[config.mk]
export PLATFORM = sky130hd
export DESIGN_NAME = stack
export DESIGN_NICKNAME = d
export VERILOG_FILES = /design/src/rtl/stack.sv
export SDC_FILE = /design/constraint.sdc
export NUM_CORES = 1
export LEC_CHECK = 0
export ABC_AREA = 1
export BUFFER_PORTS_ARGS = -buffer_cell sky130_fd_sc_hd__buf_2
export CORE_MARGIN = 5
export CORE_UTILIZATION = 44
export DETAILED_ROUTE_END_ITERATION = 12
export HOLD_SLACK_MARGIN = 0.03
export PLACE_DENSITY = 0.62
export RECOVER_POWER = 100
export SYNTH_ARGS = -nofsm -noshare
export SYNTH_HDL_FRONTEND = slang
export SYNTH_SLANG_ARGS = --single-unit
export TNS_END_PERCENT = 30
[constraint.sdc]
create_clock -name clk -period 3.34 [get_ports clk]
set_clock_uncertainty 0.2 [all_clocks]
set_input_delay 0 -clock clk [delete_from_list [all_inputs] [get_ports clk]]
set_output_delay 0 -clock clk [all_outputs]
set_load 0.02 [all_outputs]
[src/rtl/stack.sv]
// Synchronous LIFO stack with registered pop data and combinational full/empty flags.
// Push and pop in the same cycle on a non-empty stack swaps the top entry.
module stack #(
    parameter int WIDTH = 8,
    parameter int DEPTH = 8,
    parameter int PTR_W = $clog2(DEPTH) + 1
) (
    input  logic             clk,
    input  logic             rstn,
    input  logic             push,
    input  logic             pop,
    input  logic [WIDTH-1:0] din,
    output logic [WIDTH-1:0] dout,
    output logic             empty,
    output logic             full
);

    localparam int AW = PTR_W - 1;

    logic [WIDTH-1:0] r_mem [DEPTH];
    logic [PTR_W-1:0] r_sp;
    logic [WIDTH-1:0] r_dout;

    logic             w_empty;
    logic             w_full;
    logic             w_swap;
    logic             w_push;
    logic             w_pop;
    logic [AW-1:0]    w_wr_idx;
    logic [AW-1:0]    w_top_idx;

    // Push+pop on an empty stack degrades to a plain push.
    always_comb begin
        w_empty   = (r_sp == '0);
        w_full    = (r_sp == PTR_W'(DEPTH));
        w_swap    = push && pop && !w_empty;
        w_push    = push && !w_full && !w_swap;
        w_pop     = pop && !push && !w_empty;
        w_wr_idx  = r_sp[AW-1:0];
        w_top_idx = AW'(r_sp - PTR_W'(1));
    end

    always_ff @(posedge clk or negedge rstn) begin
        if (!rstn) begin
            r_sp   <= '0;
            r_dout <= '0;
            for (int i = 0; i < DEPTH; i++) begin
                r_mem[i] <= '0;
            end
        end else begin
            if (w_push) begin
                r_mem[w_wr_idx] <= din;
                r_sp            <= r_sp + PTR_W'(1);
            end else if (w_pop) begin
                r_dout <= r_mem[w_top_idx];
                r_sp   <= r_sp - PTR_W'(1);
            end else if (w_swap) begin
                r_dout           <= r_mem[w_top_idx];
                r_mem[w_top_idx] <= din;
            end
        end
    end

    assign dout  = r_dout;
    assign empty = w_empty;
    assign full  = w_full;

endmodule

==> reports/qor.yml <==
ys_ff_latch: 76
clk_pin_slew_ns: 0.08
holdPathStages: 2
rr_worst_depth: 8
start_util: 0.448
dieArea_sq_um: 11300
p_comb_frac: 0.482
vdd_drop_max_v: 0.000392
cts_setup_buffers: 0
syn-mean-instance-area_sq_um: 7.57
antenna_found_initial: 0
max-clock-path-buffers: 2
fin_util: 0.490
worst_pin_slew_ns: 1.91
area_growth_pct: 9.47
clock_latency_ns: 0.35
ioPinCount: 22
hp-class: "register to register"
fin_area_sq_um: 4490
layout-drive-gt1-share: 0.111
grt_pass1_vias: 3408
drc: 0
viasPerCell: 5.27
criticalPathCategory: "register to register"
rsz0062_at_grt: "no"
p_clk_frac: 0.163
port_buffers: 21
reg2reg_from: "r_sp[1]$_DFFE_PN0P_"
syn_area_sq_um: 4100
htree_levels: 3
min_from: "dout[0]$_DFFE_PN0P_"
met3_usage: 0.0370
violations: "max-capacitance violations, max-slew violations"
crit_required_ns: 3.43
syn_nets: 555
busiest_layer: "met1"
crit_path_max_fanout: 22
synth_warnings: 0
fin_setup_tns_ns: 0
routed_wl_um: 10600
max_freq_mhz: 363
synth_top_flop_cell: "dfrtp_1"
antenna_left: 0
track_usage: 0.200
gp_congestion: 0.885
layout_min_cycle_time_ns: 2.76
yosysUniqueCellTypes: 30
synth_top_family_by_area: "simple AND/OR/NAND/NOR gates"
status: "finished with violations"
grt_pass1_wl_um: 17700
cts_sinks: 76
clock-root-buffer: "clkbuf_8"
std_cell_rows: 35
dr.first_iter.drc_count: 319
diodes: 0
nNetsFinal: 576
synth_compound_area_frac: 0.00733
hold_violations: 0
setup_viol: 0
intPower_w: 0.00237
postSynthCellCount: 541
dpl_cell_area_sq_um: 4220
grt_max_degree: 77
dieWidth_um: 107
vias: 3574
cts_tree: "yes"
pwr-share-seq: 0.355
cts_resized: 0
die_h_um: 107
overflow: 0
p_switching_w: 0.00206
fin_crit_sh: 0.826
yosys.area_share.simple: 0.474
gr-usage-met2: 0.282
critPathArrivalTime_ns: 2.85
slowest_delay_ns: 0.69
synth_mux_area_frac: 0
cp-end-kind: "register"
power.density_nw_per_um2: 987
wl_per_cell_um: 15.7
critPathLaunch: "r_sp[1]$_DFFE_PN0P_"
sw_frac_of_total: 0.465
synth_xor_xnor_area_share: 0.00427
crit_slowest_cell: "nand2_1"
synth_seq_area_share: 0.464
use_met1: 0.307
synth_fa_ha_area_frac: 0.00611
slew_headroom: -0.271
path_cells: "inv_1 -> ha_1 -> nand2_1 -> nand2_1 -> nand4_2 -> nand2_4 -> nand2_1 -> nand2_1"
design.core.area_sq_um: 9150
post-dp-hpwl_um: 7190
first_pass_iters: 5
async_flop_share: 1.00
slew_viol_final: 77
crit_top_cell: "nand2_1"
p_leak_nw: 2.38
setup.worst_path.start_class: "register"
cts_buffers: 9
cap_viol_max_count: 1
synth_edf_count: 0
[repair_timing]
item | CTS | global route
setup endpoints to repair | 0 | 0
hold buffers | 11 | 0
hold endpoints to repair | 152 | 0
[final timing paths]
path | end | slack [ns]
min in group asynchronous | dout[5]$_DFFE_PN0P_ | 0.46
max | r_mem[43]$_DFFE_PN0P_ | 0.58
max reg2reg | r_mem[43]$_DFFE_PN0P_ | 0.58
max in group asynchronous | r_sp[2]$_DFFE_PN0P_ | 1.29
min | dout[0]$_DFFE_PN0P_ | 0.28
min reg2reg | dout[0]$_DFFE_PN0P_ | 0.28
[power by group through the flow]
stage	registers [W]	logic [W]	clock network, W
floorplan	0.00155	0.00168	0
global placement	0.00158	0.00212	0
detailed placement	0.00158	0.00215	0
CTS	0.00157	0.00216	0.000743
global route	0.00162	0.00242	0.000786
finish	0.00157	0.00213	0.000722
[Yosys cell counts, types with 2 or more instances]
library cell | count | area share
buf_1 | 2 | 0.0018
buf_2 | 15 | 0.018
buf_6 | 3 | 0.0082
clkbuf_1 | 3 | 0.0027
dfrtp_1 | 76 | 0.46
ha_1 | 2 | 0.0061
inv_1 | 7 | 0.0064
inv_2 | 2 | 0.0018
nand2_1 | 273 | 0.25
nand2_2 | 8 | 0.012
nand2_4 | 9 | 0.025
nand3_1 | 98 | 0.12
nand3_2 | 7 | 0.017
nand3_4 | 2 | 0.0085
nand4_2 | 2 | 0.0061
nor2_1 | 10 | 0.0092
nor2_2 | 3 | 0.0046
nor2_4 | 2 | 0.0055
nor3_1 | 4 | 0.0049
o211ai_1 | 2 | 0.0037
o21ai_0 | 2 | 0.0024
[routing by layer]
layer	wire length, um	share of wire
met1	5390	0.51
met4	205	0.019
met3	586	0.055
met2	4450	0.42
met5	0	0
[stage by stage]
step / setup WS [ns] / hold slack [ns] / instances / total power, W
after floorplan: 0.894 / -0.496 / 541 / 0.00323
after global placement: 0.871 / 0.0220 / 651 / 0.00370
after detailed placement: 0.785 / 0.0257 / 651 / 0.00373
after CTS: 0.760 / 0.190 / 678 / 0.00447
after global routing: 0.266 / 0.306 / 678 / 0.00482
final: 0.582 / 0.283 / 678 / 0.00443
[flip-flops by register name, indices dropped and copies added, names as in the netlist]
register / cells
r_sp: 4
dout: 8
r_mem: 64
[worst max-delay path, delay by kind of cell (launching register included)]
kind	cells	cell delay (ns)
adder cells (fa/ha/maj)	1	0.28
buffers and inverters	1	0.13
flip-flops	1	0.43
AND/OR/NAND/NOR	6	1.66
[layout make-up]
class	count	area, sq um
Clock buffer	10	138
Clock inverter	6	61.3
Fill cell	927	4670
Inverter	11	45.0
Multi-Input combinational cell	430	1980
Sequential cell	76	1900
Tap cell	111	139
Timing Repair Buffer	34	218
[cell families (layout without fill, tap and decap cells)]
group           Yosys count  count (layout)
compound gates            5               5
xor+xnor                  2               2
fa+ha+maj                 2               2
buf+inv                  35              61
flops                    76              76
simple gates            421             421
[cells in the final DEF (no fill, tap or decap)]
cell type	Yosys	final
nand3_1	98	98
xnor2_1	1	1
nand2_2	8	7
dlygate4sd3_1	0	11
nor2_8	1	1
bufinv_16	0	1
nand4_2	2	2
inv_4	1	1
buf_4	1	2
inv_6	0	1
nand3b_1	1	1
xor2_1	1	1
clkinvlp_2	0	1
clkinv_2	1	3
clkbuf_8	0	10
nor2_4	2	2
nor2_2	3	3
inv_1	7	7
nand3b_4	1	1
ha_1	2	2
o21ai_0	2	3
clkbuf_1	3	10
nor3_1	4	4
nand3_4	2	2
nor2_1	10	10
inv_2	2	2
nand2_1	273	278
dfrtp_1	76	76
clkbuf_2	0	1
o211ai_1	2	2
nand2_4	9	5
nand3_2	7	7
buf_2	15	10
clkinvlp_4	0	1
Power figures use the tool's default switching activity.
